--- config.mk ---
export PLATFORM = sky130hd
export DESIGN_NAME = switch_debouncer
export DESIGN_NICKNAME = d
export VERILOG_FILES = /design/src/rtl/debounce_pkg.sv /design/src/rtl/debounce_bit.sv /design/src/rtl/switch_debouncer.sv
export SDC_FILE = /design/constraint.sdc
export NUM_CORES = 1
export LEC_CHECK = 0
export ABC_AREA = 1
export CAP_MARGIN = 30
export CORE_ASPECT_RATIO = 1.4
export CORE_MARGIN = 2
export CORE_UTILIZATION = 67
export DETAILED_ROUTE_END_ITERATION = 7
export PLACE_DENSITY = 0.86
export SLEW_MARGIN = 20
export SYNTH_ARGS = -nofsm -noshare
export SYNTH_HDL_FRONTEND = slang
export SYNTH_HIERARCHICAL = 1
export SYNTH_SLANG_ARGS = --single-unit
--- constraint.sdc ---
create_clock -name clk -period 4.4 [get_ports clk]
set_input_delay 1.32 -clock clk [delete_from_list [all_inputs] [get_ports clk]]
set_output_delay 1.32 -clock clk [all_outputs]
set_load 0.005 [all_outputs]
--- src/rtl/debounce_pkg.sv ---
// Shared types and constants for the slide-switch debouncer.
package debounce_pkg;

  // Per-bit debounce state: IDLE when the input agrees with the accepted
  // level, PEND while a differing level is being timed.
  typedef enum logic {
    DB_IDLE,
    DB_PEND
  } db_state_t;

  // 1 ms at 50 MHz for the board build; a short value keeps simulation fast.
  localparam int DEFAULT_STABLE_CYCLES = 50000;
  localparam int SIM_STABLE_CYCLES     = 4;

endpackage : debounce_pkg

--- src/rtl/debounce_bit.sv ---
// Single-bit debouncer: a two-state FSM with a stability counter. A new level
// is accepted only after STABLE_CYCLES consecutive differing samples, and the
// accepted edge is announced with a one-cycle rise or fall pulse.
module debounce_bit
  import debounce_pkg::*;
#(
  parameter int STABLE_CYCLES = DEFAULT_STABLE_CYCLES
) (
  input  logic clk,
  input  logic reset_n,
  input  logic i_sw,
  output logic o_db,
  output logic o_rise,
  output logic o_fall,
  output logic o_commit
);

  localparam int                CNT_W    = $clog2(STABLE_CYCLES + 1);
  localparam logic [CNT_W-1:0]  CNT_LAST = CNT_W'(STABLE_CYCLES - 1);
  localparam logic [CNT_W-1:0]  CNT_ONE  = CNT_W'(1);

  db_state_t        r_state;
  db_state_t        w_state_nxt;
  logic [CNT_W-1:0] r_cnt;
  logic [CNT_W-1:0] w_cnt_nxt;
  logic             r_db;
  logic             r_rise;
  logic             r_fall;
  logic             w_differ;
  logic             w_commit;

  assign w_differ = i_sw ^ r_db;

  // Next-state and counter logic; w_commit flags the cycle a new level is accepted.
  always_comb begin
    // NOTE: every output of this block gets a default first, so no path can
    // leave a signal unassigned and infer a latch.
    w_state_nxt = r_state;
    w_cnt_nxt   = r_cnt;
    w_commit    = 1'b0;
    unique case (r_state)
      DB_IDLE: begin
        if (w_differ) begin
          if (STABLE_CYCLES == 1) begin
            // One sample is already enough: accept without visiting PEND.
            w_commit = 1'b1;
          end else begin
            w_state_nxt = DB_PEND;
            w_cnt_nxt   = CNT_ONE;
          end
        end
      end
      DB_PEND: begin
        if (!w_differ) begin
          // Input bounced back to the accepted level: drop the count silently.
          w_state_nxt = DB_IDLE;
          w_cnt_nxt   = '0;
        end else if (r_cnt == CNT_LAST) begin
          w_commit    = 1'b1;
          w_state_nxt = DB_IDLE;
          w_cnt_nxt   = '0;
        end else begin
          w_cnt_nxt = r_cnt + CNT_ONE;
        end
      end
      default: begin
        w_state_nxt = DB_IDLE;
        w_cnt_nxt   = '0;
      end
    endcase
  end

  // State, counter, accepted level and edge pulses; pulses last one cycle.
  always_ff @(posedge clk or negedge reset_n) begin
    if (!reset_n) begin
      r_state <= DB_IDLE;
      r_cnt   <= '0;
      r_db    <= 1'b0;
      r_rise  <= 1'b0;
      r_fall  <= 1'b0;
    end else begin
      // NOTE: non-blocking assignments so every register samples the values
      // from before this edge, independent of statement order.
      r_state <= w_state_nxt;
      r_cnt   <= w_cnt_nxt;
      r_db    <= r_db ^ w_commit;
      r_rise  <= w_commit & ~r_db;
      r_fall  <= w_commit & r_db;
    end
  end

  assign o_db     = r_db;
  assign o_rise   = r_rise;
  assign o_fall   = r_fall;
  assign o_commit = w_commit;

endmodule : debounce_bit

--- src/rtl/switch_debouncer.sv ---
// Debouncer for the synchronized slide-switch vector: one independent
// debounce_bit per switch plus a registered any-change strobe.
module switch_debouncer
  import debounce_pkg::*;
#(
  parameter int WIDTH         = 10,
  parameter int STABLE_CYCLES = DEFAULT_STABLE_CYCLES
) (
  input  logic             clk,
  input  logic             reset_n,
  input  logic [WIDTH-1:0] sw_in,
  output logic [WIDTH-1:0] sw_db,
  output logic [WIDTH-1:0] sw_rise,
  output logic [WIDTH-1:0] sw_fall,
  output logic             any_change
);

  logic [WIDTH-1:0] w_commit;
  logic             r_any_change;

  for (genvar gi = 0; gi < WIDTH; gi++) begin : g_bit
    debounce_bit #(
      .STABLE_CYCLES(STABLE_CYCLES)
    ) u_bit (
      .clk     (clk),
      .reset_n (reset_n),
      .i_sw    (sw_in[gi]),
      .o_db    (sw_db[gi]),
      .o_rise  (sw_rise[gi]),
      .o_fall  (sw_fall[gi]),
      .o_commit(w_commit[gi])
    );
  end

  // Registered from the commit terms so it lines up with the per-bit pulses.
  always_ff @(posedge clk or negedge reset_n) begin
    if (!reset_n) begin
      r_any_change <= 1'b0;
    end else begin
      r_any_change <= |w_commit;
    end
  end

  assign any_change = r_any_change;

endmodule : switch_debouncer
==> flow_summary.yaml <==
outcome:
  status: "finished, final reports clean"
job:
  maxCapViolations: 0
critical_path:
  crit_fanout: 4
  crit_path_start_kind: "flip-flop"
  reg2reg_depth: 10
  critPathRequiredTime_ps: 3080
  cp.buffers_inverters: 1
  r2r-start: "g_bit[3].u_bit/r_cnt[0]"
  cpMaxStageDelayCell: "clkdlybuf4s50_1"
  r2r_slack_ps: 2460
  r2r_end: "any_change"
  cp-end-kind: "primary output"
  path_delay_family: "buffers and inverters"
  slowest_delay_ps: 560
  path_class: "reg -> out"
  worstPathCellList: "clkdlybuf4s50_1"
  crit_arrival_ps: 1480
route:
  routedWlPerCell_um: 13.6
  dr.pass1.iters: 5
  drt_iter0_drc: 719
  drc: 0
  finalWirelength_um: 26100
  drtAntennaViolNets: 0
  dr_total_vias: 10600
  viasPerCell: 5.49
floorplan:
  die_w_um: 119
  ioPinCount: 43
  fp.dieArea_um2: 19600
  dieHeight_um: 165
  initial_core_util: 0.685
  rows: 58
  core_um2: 18100
clock_network:
  cts.sinks: 201
  postCtsSetupRepairBufs: 0
  cts_buffers: 21
  cts_hold_buffers: 0
  clk_pin_slew_ps: 60
  clk_latency_ps: 500
  cts_tree: "done"
  htree_levels: 1
  cts_root_buffer: "clkbuf_16"
  cts_resized: 0
  cts_buffer_depth: 3
logic_synthesis:
  netlist_area_um2: 12400
  synth_top_family_by_area: "simple AND/OR/NAND/NOR gates"
  syn_inst: 1614
  synthSimpleGateAreaFrac: 0.362
  syn_nets: 1656
  yosysWarnings: 6
  yosys_register_bits: 201
  syn_avg_cell_area_um2: 7.67
  muxShareOfSynthArea: 0
  synth_cell_type_count: 28
  ys_seq_area_frac: 0.406
  synth_xor_area_frac: 0.0421
  synth_compound_area_frac: 0.0871
  synthAdderAreaFrac: 0.0303
power_and_ir_drop:
  p_total_w: 0.00474
  p_leak_nw: 6.21
  power_density_nw_per_um2: 344
  peakVddDrop_uv: 300
placed_design:
  portBuffers: 42
  place_congestion: 0.909
  detailed_place_hpwl_um: 18600
  placedCellCount: 1888
min_path:
  hold_start: "g_bit[3].u_bit/r_cnt[9]"
  worstHoldPathCells: 2
  hold_class: "reg -> reg"
  whs_endpoint: "g_bit[3].u_bit/r_cnt[9]"
grt:
  grt_pass1_wl_um: 45200
  grt_usage: 0.273
  grt_max_degree: 100
  antenna_found_initial: 0
  grt_pass1_vias: 10400
  grt_overflow_total: 0
finish:
  fillers: 1306
  fin_cells: 1924
  final_nets: 1713
  area_delta_synth_final_pct: 11.3
  antenna_cells: 0
  drive_gt1_frac: 0.119
  utilization: 0.763
timing:
  post-route-period-util: 0.637
  setup_tns_ps: 0
  timing.slew.headroom: 0.443
  setup_violations: 0
  fin_skew_ps: 16.9
  fin_crit_ps: 2800
  max_freq_ghz: 0.357
  rsz0062_at_grt: "no"
  worstMarginPinSlew_ps: 836
  slew_violations: 0
  hold_violations: 0
## through the flow
| step | cell area [um2] | setup slack [ps] | hold slack [ps] |
|---|---|---|---|
| after floorplan | 12400 | 2290 | 486 |
| after global placement | 13000 | 1450 | 506 |
| after detailed placement | 13000 | 1440 | 507 |
| after CTS | 13800 | 1570 | 524 |
| after global routing | 13800 | 1540 | 550 |
| final | 13800 | 1600 | 526 |
## cell usage after synthesis (all sizes together)
library cell	instances	area share
o21bai	49	0.030
dfrtp	201	0.41
ha	30	0.030
o31ai	10	0.0061
nand3	150	0.061
buf	10	0.0086
o21ai	54	0.022
nand2	536	0.18
or2	21	0.011
o22ai	18	0.0091
inv	209	0.063
nand4	38	0.019
nor2	208	0.095
xor2	51	0.042
a21oi	28	0.020
and2	1	0.00051
## final cells by class
class	count	area (um2)	share of cell area
clock buffer	30	609	0.0442
clock inverter	6	134	0.00971
inverter	209	785	0.0569
multi-input combinational	1194	6460	0.469
sequential	201	5030	0.365
tap	240	300	0.0218
timing repair buffer	44	464	0.0337
## cell usage in the layout, fill, tap and decap left out, drive strengths merged
master | synthesis | layout
nand2 | 536 | 536
inv | 209 | 210
nor2 | 208 | 208
dfrtp | 201 | 201
nand3 | 150 | 150
o21ai | 54 | 54
xor2 | 51 | 51
o21bai | 49 | 49
clkdlybuf4s50 | 0 | 41
nand4 | 38 | 38
clkbuf | 0 | 31
ha | 30 | 30
a21oi | 28 | 28
or2 | 21 | 21
o22ai | 18 | 18
o31ai | 10 | 10
bufinv | 0 | 4
buf | 10 | 2
and2 | 1 | 1
clkinv | 0 | 1
## sequential cells by signal, summed over array words and instances (netlist names)
register / count
any_change: 1
g_bit.u_bit/o_db: 10
g_bit.u_bit/o_fall: 10
g_bit.u_bit/o_rise: 10
g_bit.u_bit/r_cnt: 160
g_bit.u_bit/r_state: 10
## where the power goes
group | switching, W | internal [W] | total (W)
clock network | 0.000719 | 0.00119 | 0.00191
logic | 0.000446 | 0.000219 | 0.000666
registers | 0.000172 | 0.00198 | 0.00216
total | 0.00134 | 0.00340 | 0.00474
## per-layer routing
metal | vias up | track usage | wire length [um]
li1 | 5238 | - | -
met1 | 5054 | 0.316 | 10600
met2 | 219 | 0.514 | 14100
met3 | 52 | 0.0300 | 817
met4 | 0 | 0.106 | 589
met5 | - | 0 | 0
## how the worst max path moves through the flow
stage                  to           startpoint  slack [ps]  cells past startpoint
2_1_floorplan  any_change             sw_in[5]        2290                      6
4_1_cts          sw_db[1]  g_bit[1].u_bit/o_db        1570                      1
3_5_place_dp   any_change             sw_in[3]        1440                      7
3_3_place_gp   any_change             sw_in[3]        1450                      7
5_1_grt          sw_db[1]  g_bit[1].u_bit/o_db        1540                      1
6_report         sw_db[1]  g_bit[1].u_bit/o_db        1600                      1
## cell families after synthesis
logic type	count (synthesis)
DFF	201
and+or+nand+nor	954
buffers and inverters	219
AOI/OAI and AO/OA	159
adders and majority gates	30
xor gates and xnor gates	51
Note: power is estimated with default switching activity, not from simulation.
